**config.mk**
```make
export PLATFORM = sky130hd
export DESIGN_NAME = branch_predictor_flat
export DESIGN_NICKNAME = d
export VERILOG_FILES = /design/src/rtl/branch_predictor_if.sv /design/src/rtl/branch_predictor.sv /design/src/flat_wrapper.sv
export SDC_FILE = /design/constraint.sdc
export NUM_CORES = 2
export LEC_CHECK = 0
export ABC_AREA = 1
export BUFFER_PORTS_ARGS = -buffer_cell sky130_fd_sc_hd__buf_2
export CAP_MARGIN = 10
export CORE_AREA = 2 2 274 276
export CTS_CLUSTER_DIAMETER = 40
export DETAILED_ROUTE_END_ITERATION = 8
export DIE_AREA = 0 0 276 278
export PLACE_DENSITY_LB_ADDON = 0.05
export SLEW_MARGIN = 20
export SYNTH_ARGS = -nofsm -noshare
export SYNTH_HDL_FRONTEND = slang
export SYNTH_SLANG_ARGS = --single-unit
```
**constraint.sdc**
```tcl
create_clock -name i_clk -period 4.16 [get_ports i_clk]
set_input_delay 0.208 -clock i_clk [delete_from_list [all_inputs] [get_ports i_clk]]
set_output_delay 0.208 -clock i_clk [all_outputs]
set_load 0.005 [all_outputs]
```
**src/rtl/branch_predictor_if.sv**
```systemverilog
// Port bundle between the fetch/resolve stages and branch_predictor.
// The predictor connects through the slave modport; the pipeline drives through master.
interface branch_predictor_if #(
    parameter int IDX_W = 6
);
    logic             i_req_valid;
    logic [31:0]      i_req_pc;
    logic             o_pred_valid;
    logic             o_pred_taken;
    logic [31:0]      o_pred_target;
    logic [IDX_W-1:0] o_pred_ghr;
    logic             i_upd_valid;
    logic [31:0]      i_upd_pc;
    logic [6:0]       i_upd_op;
    logic             i_upd_taken;
    logic [31:0]      i_upd_target;
    logic             i_upd_pred_taken;
    logic [31:0]      i_upd_pred_target;
    logic [IDX_W-1:0] i_upd_ghr;
    logic             o_mispredict;

    modport master (
        output i_req_valid, i_req_pc,
        output i_upd_valid, i_upd_pc, i_upd_op, i_upd_taken, i_upd_target,
        output i_upd_pred_taken, i_upd_pred_target, i_upd_ghr,
        input  o_pred_valid, o_pred_taken, o_pred_target, o_pred_ghr, o_mispredict
    );

    modport slave (
        input  i_req_valid, i_req_pc,
        input  i_upd_valid, i_upd_pc, i_upd_op, i_upd_taken, i_upd_target,
        input  i_upd_pred_taken, i_upd_pred_target, i_upd_ghr,
        output o_pred_valid, o_pred_taken, o_pred_target, o_pred_ghr, o_mispredict
    );
endinterface

```
**src/rtl/branch_predictor.sv**
```systemverilog
// Bimodal 2-bit counter table plus direct-mapped BTB, trained by resolved branches.
// Define BP_GHR_EN for gshare indexing with a global history register.
module branch_predictor #(
    parameter int IDX_W = 6,
    parameter int BTB_W = 4,
    parameter int TAG_W = 8
) (
    input logic               i_clk,
    input logic               i_rst_n,
    branch_predictor_if.slave bp
);
    localparam int unsigned CTR_N = 2 ** IDX_W;
    localparam int unsigned BTB_N = 2 ** BTB_W;

    typedef enum logic [1:0] {
        STRONG_NT = 2'b00,
        WEAK_NT   = 2'b01,
        WEAK_T    = 2'b10,
        STRONG_T  = 2'b11
    } ctr_t;

    ctr_t             ctr        [CTR_N];
    logic             btb_valid  [BTB_N];
    logic             btb_uncond [BTB_N];
    logic [TAG_W-1:0] btb_tag    [BTB_N];
    logic [31:0]      btb_target [BTB_N];

    logic [IDX_W-1:0] hist;
    logic [IDX_W-1:0] upd_hist;

`ifdef BP_GHR_EN
    logic [IDX_W-1:0] ghr;
    assign hist     = ghr;
    assign upd_hist = bp.i_upd_ghr;
`else
    assign hist          = '0;
    assign upd_hist      = '0;
    assign bp.o_pred_ghr = '0;
`endif

    logic [IDX_W-1:0] lk_idx, up_idx;
    logic [BTB_W-1:0] lk_bidx, up_bidx;
    logic [TAG_W-1:0] lk_tag, up_tag;
    logic             lk_hit, lk_taken;
    logic [31:0]      lk_target;
    logic             up_act, up_uncond, up_mis;
    ctr_t             up_ctr;

    always_comb begin
        lk_idx    = bp.i_req_pc[IDX_W+1:2] ^ hist;
        lk_bidx   = bp.i_req_pc[BTB_W+1:2];
        lk_tag    = bp.i_req_pc[BTB_W+2 +: TAG_W];
        lk_hit    = btb_valid[lk_bidx] && (btb_tag[lk_bidx] == lk_tag);
        lk_taken  = lk_hit && (btb_uncond[lk_bidx] || ctr[lk_idx][1]);
        lk_target = lk_taken ? btb_target[lk_bidx] : bp.i_req_pc + 32'd4;

        up_idx    = bp.i_upd_pc[IDX_W+1:2] ^ upd_hist;
        up_bidx   = bp.i_upd_pc[BTB_W+1:2];
        up_tag    = bp.i_upd_pc[BTB_W+2 +: TAG_W];
        up_act    = bp.i_upd_valid && (bp.i_upd_op[6:4] == 3'b110);
        up_uncond = (bp.i_upd_op[2:0] == 3'b111);
        up_mis    = (bp.i_upd_pred_taken != bp.i_upd_taken) ||
                    (bp.i_upd_taken && (bp.i_upd_pred_target != bp.i_upd_target));
    end

    always_comb begin
        up_ctr = ctr[up_idx];
        if (up_uncond) begin
            up_ctr = STRONG_T;
        end else if (bp.i_upd_taken) begin
            case (ctr[up_idx])
                STRONG_NT: up_ctr = WEAK_NT;
                WEAK_NT:   up_ctr = WEAK_T;
                default:   up_ctr = STRONG_T;
            endcase
        end else begin
            case (ctr[up_idx])
                STRONG_T: up_ctr = WEAK_T;
                WEAK_T:   up_ctr = WEAK_NT;
                default:  up_ctr = STRONG_NT;
            endcase
        end
    end

    // Lookup reads the tables before this edge's update lands, so a same-cycle
    // lookup/update pair sees the old state without any bypass path.
    always_ff @(posedge i_clk or negedge i_rst_n) begin
        if (!i_rst_n) begin
            for (int unsigned i = 0; i < CTR_N; i++) ctr[i] <= WEAK_NT;
            for (int unsigned i = 0; i < BTB_N; i++) begin
                btb_valid[i]  <= 1'b0;
                btb_uncond[i] <= 1'b0;
                btb_tag[i]    <= '0;
                btb_target[i] <= '0;
            end
            bp.o_pred_valid  <= 1'b0;
            bp.o_pred_taken  <= 1'b0;
            bp.o_pred_target <= '0;
            bp.o_mispredict  <= 1'b0;
`ifdef BP_GHR_EN
            bp.o_pred_ghr    <= '0;
            ghr              <= '0;
`endif
        end else begin
            bp.o_pred_valid <= bp.i_req_valid;
            if (bp.i_req_valid) begin
                bp.o_pred_taken  <= lk_taken;
                bp.o_pred_target <= lk_target;
`ifdef BP_GHR_EN
                bp.o_pred_ghr    <= ghr;
`endif
            end
            bp.o_mispredict <= up_act && up_mis;
            if (up_act) begin
                ctr[up_idx] <= up_ctr;
                if (up_uncond || bp.i_upd_taken) begin
                    btb_valid[up_bidx]  <= 1'b1;
                    btb_uncond[up_bidx] <= up_uncond;
                    btb_tag[up_bidx]    <= up_tag;
                    btb_target[up_bidx] <= bp.i_upd_target;
                end
            end
`ifdef BP_GHR_EN
            // A mispredict rebuilds history from the snapshot carried with the branch.
            if (up_act && !up_uncond) begin
                ghr <= up_mis ? {bp.i_upd_ghr[IDX_W-2:0], bp.i_upd_taken}
                              : {ghr[IDX_W-2:0], bp.i_upd_taken};
            end
`endif
        end
    end
endmodule

```
**src/flat_wrapper.sv**
```systemverilog
// flat-port wrapper written by rule: the top's interface ports become plain ports
module branch_predictor_flat 
#(
    parameter int IDX_W = 6,
    parameter int BTB_W = 4,
    parameter int TAG_W = 8
)
  (i_clk, i_rst_n, bp_i_req_valid, bp_i_req_pc, bp_i_upd_valid, bp_i_upd_pc, bp_i_upd_op, bp_i_upd_taken, bp_i_upd_target, bp_i_upd_pred_taken, bp_i_upd_pred_target, bp_i_upd_ghr, bp_o_pred_valid, bp_o_pred_taken, bp_o_pred_target, bp_o_pred_ghr, bp_o_mispredict);
  branch_predictor_if #(.IDX_W(IDX_W)) bp_i ();
  input logic i_clk;
  input logic i_rst_n;
  input wire logic [$bits(bp_i.i_req_valid)-1:0] bp_i_req_valid;
  input wire logic [$bits(bp_i.i_req_pc)-1:0] bp_i_req_pc;
  input wire logic [$bits(bp_i.i_upd_valid)-1:0] bp_i_upd_valid;
  input wire logic [$bits(bp_i.i_upd_pc)-1:0] bp_i_upd_pc;
  input wire logic [$bits(bp_i.i_upd_op)-1:0] bp_i_upd_op;
  input wire logic [$bits(bp_i.i_upd_taken)-1:0] bp_i_upd_taken;
  input wire logic [$bits(bp_i.i_upd_target)-1:0] bp_i_upd_target;
  input wire logic [$bits(bp_i.i_upd_pred_taken)-1:0] bp_i_upd_pred_taken;
  input wire logic [$bits(bp_i.i_upd_pred_target)-1:0] bp_i_upd_pred_target;
  input wire logic [$bits(bp_i.i_upd_ghr)-1:0] bp_i_upd_ghr;
  output wire logic [$bits(bp_i.o_pred_valid)-1:0] bp_o_pred_valid;
  output wire logic [$bits(bp_i.o_pred_taken)-1:0] bp_o_pred_taken;
  output wire logic [$bits(bp_i.o_pred_target)-1:0] bp_o_pred_target;
  output wire logic [$bits(bp_i.o_pred_ghr)-1:0] bp_o_pred_ghr;
  output wire logic [$bits(bp_i.o_mispredict)-1:0] bp_o_mispredict;
  assign bp_i.i_req_valid = bp_i_req_valid;
  assign bp_i.i_req_pc = bp_i_req_pc;
  assign bp_i.i_upd_valid = bp_i_upd_valid;
  assign bp_i.i_upd_pc = bp_i_upd_pc;
  assign bp_i.i_upd_op = bp_i_upd_op;
  assign bp_i.i_upd_taken = bp_i_upd_taken;
  assign bp_i.i_upd_target = bp_i_upd_target;
  assign bp_i.i_upd_pred_taken = bp_i_upd_pred_taken;
  assign bp_i.i_upd_pred_target = bp_i_upd_pred_target;
  assign bp_i.i_upd_ghr = bp_i_upd_ghr;
  assign bp_o_pred_valid = bp_i.o_pred_valid;
  assign bp_o_pred_taken = bp_i.o_pred_taken;
  assign bp_o_pred_target = bp_i.o_pred_target;
  assign bp_o_pred_ghr = bp_i.o_pred_ghr;
  assign bp_o_mispredict = bp_i.o_mispredict;
  branch_predictor #(.IDX_W(IDX_W), .BTB_W(BTB_W), .TAG_W(TAG_W)) u_core (.i_clk(i_clk), .i_rst_n(i_rst_n), .bp(bp_i));
endmodule
```
==> qor.yml <==
outcome: "finished, violations left"
violations: "DRC"
fin_crit_ns: 3.66
fin_crit_sh: 0.879
synth_common_cells: "nand2_1 (1608), o21ai_0 (945), dfrtp_1 (771)"
max_slew.worst_pin.slew_ns: 1.14
path_class: "input port to register"
grt_usage: 0.337
final_nets: 5361
die_h_um: 278
cts_tree: "built"
endpoint_kind: "register"
syn2layout_area_growth_pct: 15.6
synth_seq_cells: 835
cap_violations: 0
finalSetupViolCount: 0
wire_per_inst_um: 20.3
wl_mm: 128
cts_root_buffer: "clkbuf_16"
nFillCells: 6614
dr.pass1.iters: 9
multi_input_area_um2: 16500
worstSkewPairLatency_ns: 0.72
relSlewSlack: 0.240
async_flop_share: 1.00
fmaxAchievable_mhz: 273
synth_seq_area_share: 0.520
dp_hpwl_mm: 73.7
htree_levels: 4
synth-edff-count: 0
die_w_um: 276
antenna_found_initial: 0
hold_violations: 0
final-seq-area_um2: 21000
drtIter0Drc: 3653
synth_top_area_cell: "dfrtp_1"
antenna_left: 0
cts_sinks: 835
viasPerCell: 5.66
grt_remaining_overflow: 0
vias: 35600
cp_data_required_time_ns: 4.81
cts_resized: 0
hp-class: "input port to register"
placementRows: 100
port_buffers: 154
finalMaxSlewViolations: 0
leakagePower_nw: 21.9
powerDensity_nw_per_um2: 478
startpoint_type: "input port"
initial_core_util: 0.547
fin_worst_skew_ns: 0.0169
arrival_ns: 4.30
grt_pass1_wl_mm: 201
grt_max_degree: 129
clockBufferDepth: 3
die-area_um2: 76700
synthCells: 5192
cts_buffers: 133
setup_tns_ns: 0
rsz0062_at_grt: "false"
synth_top_area_frac: 0.478
drc: 6
power_w: 0.0223
ir_worst_vdd_uv: 400
drive_gt1_frac: 0.109
ys_types: 43
place_congestion: 0.897
synthTopCellsByArea: "dfrtp_1 (48%), nand2_1 (15%), o21ai_0 (12%)"
io_pins: 188
grt_pass1_vias: 34200
yosysMostFrequentCell: "nand2_1"
core_um2: 73800
yosysWarnings: 0
path_clk_slew_ns: 0.05
cp_max_fo: 51
synth_area_um2: 40300
syn_avg_cell_area_um2: 7.77
synthFlopType: "dfrtp_1"
## state kept, by name (all words and copies together), names as in the netlist
| signal | cells |
|---|---|
| u_core.btb_uncond | 16 |
| u_core.bp.o_pred_taken | 1 |
| u_core.btb_tag | 128 |
| u_core.btb_target | 512 |
| u_core.bp.o_pred_valid | 1 |
| u_core.ctr | 128 |
| u_core.bp.o_pred_target | 32 |
| u_core.btb_valid | 16 |
| u_core.bp.o_mispredict | 1 |
## power by group
group	internal (W)	total (W)	switching [W]
Clock	0.00758	0.0117	0.00408
Sequential	0.00854	0.00875	0.000209
Combinational	0.000572	0.00187	0.00130
## through the flow
stage | setup WS (ns) | hold slack, ns | cells | utilization | instance area (um2)
after global placement | 0.955 | 0.279 | 6009 | 0.562 | 41500
after floorplan | 2.29 | -0.0876 | 5197 | - | 40400
after CTS | 0.603 | 0.00287 | 6287 | 0.631 | 46600
after detailed placement | 0.951 | 0.274 | 6009 | 0.562 | 41500
after global routing | 0.0661 | 0.0559 | 6288 | 0.632 | 46700
final | 0.503 | 0.0189 | 6289 | 0.632 | 46700
## critical path, stage by stage
cell and delay, ns:
dlygate4sd3_1 0.59, buf_8 0.34, buf_4 0.56, nand2_1 0.13
o211ai_1 0.11, nand3_1 0.10, nand3_1 0.15, nand2_1 0.10
nand3_1 0.13, nand2_1 0.07, nor2_2 0.29, nor2_2 0.05
buf_4 0.21, nand2_2 0.35, nand2_1 0.09, nand2_1 0.07
nand2_1 0.05, dlygate4sd3_1 0.57, nand2_1 0.06
## kinds of logic (layout without fill, tap and decap cells)
| group | count (synthesis) | in the layout | share of synthesized area |
|---|---|---|---|
| and+or+nand+nor | 2302 | 2302 | 0.226 |
| AOI/OAI and AO/OA | 1286 | 1286 | 0.168 |
| DFF | 835 | 835 | 0.520 |
| buffers and inverters | 726 | 848 | 0.0764 |
| xor gates and xnor gates | 41 | 41 | 0.00890 |
| adders and majority gates | 1 | 1 | 0.000310 |
| other | 1 | 7 | 0.0000929 |
## final timing paths
kind | startpoint | end | slack [ns] | depth (start not counted)
max | bp_i_req_pc[2] | u_core.bp.o_pred_target[25] | 0.50 | 19
min | bp_i_upd_pc[10] | u_core.btb_tag[44] | 0.02 | 3
max reg2reg | u_core.ctr[19] | u_core.bp.o_pred_target[25] | 1.17 | 17
min reg2reg | u_core.btb_valid[3] | u_core.btb_valid[3] | 0.45 | 2
max in group asynchronous | i_rst_n | u_core.btb_target[247] | 2.84 | 3
min in group asynchronous | i_rst_n | u_core.ctr[19] | 0.10 | 2
## cell usage in the layout, fill, tap and decap left out, types with 4 or more instances in the layout
master | synthesis | routed
a22oi_1 | 34 | 34
clkinv_1 | 5 | 4
inv_2 | 17 | 17
nand4_1 | 8 | 8
clkbuf_16 | 0 | 138
conb_1 | 1 | 6
inv_6 | 0 | 15
clkbuf_1 | 269 | 13
o221ai_1 | 5 | 5
o21ai_1 | 83 | 83
buf_2 | 53 | 150
clkbuf_8 | 0 | 21
nor3_1 | 62 | 62
nand2_4 | 4 | 11
nor2_1 | 397 | 397
nor2_4 | 6 | 6
nand2_1 | 1608 | 1599
bufinv_16 | 0 | 18
clkinv_2 | 0 | 20
o211ai_1 | 14 | 14
inv_1 | 323 | 322
nand3_4 | 0 | 7
buf_12 | 0 | 19
dfstp_2 | 64 | 64
clkinvlp_4 | 0 | 10
xnor2_1 | 21 | 21
buf_4 | 27 | 52
dfrtp_1 | 771 | 771
a21oi_1 | 51 | 50
xor2_1 | 20 | 20
o22ai_1 | 140 | 140
nor2_2 | 7 | 7
dlygate4sd3_1 | 0 | 37
o21ai_0 | 945 | 945
nand3_1 | 200 | 193
## what timing repair did
item / 4_1_cts / 5_1_grt
hold buffers: 37 / 0
setup buffers: 0 / 0
endpoints found under the setup margin: 0 / 0
hold endpoints to repair: 100 / 0
## cell type report
cell class / count / area share
flip-flops and latches: 835 / 0.450
repair buffers: 261 / 0.0414
clock buffers: 172 / 0.0813
multi-input cells: 3636 / 0.354
diodes: 1 / 0.0000536
well taps: 969 / 0.0260
clock inverters: 69 / 0.0200
inverters: 346 / 0.0282
## routing by layer
metal,GRT usage,vias to the layer above,part of all wire
li1,-,16900,-
met1,0.451,17100,0.43
met2,0.548,1273,0.47
met3,0.0526,306,0.066
met4,0.144,0,0.040
met5,0,-,0
No activity file was read; power rests on OpenSTA's default activity.
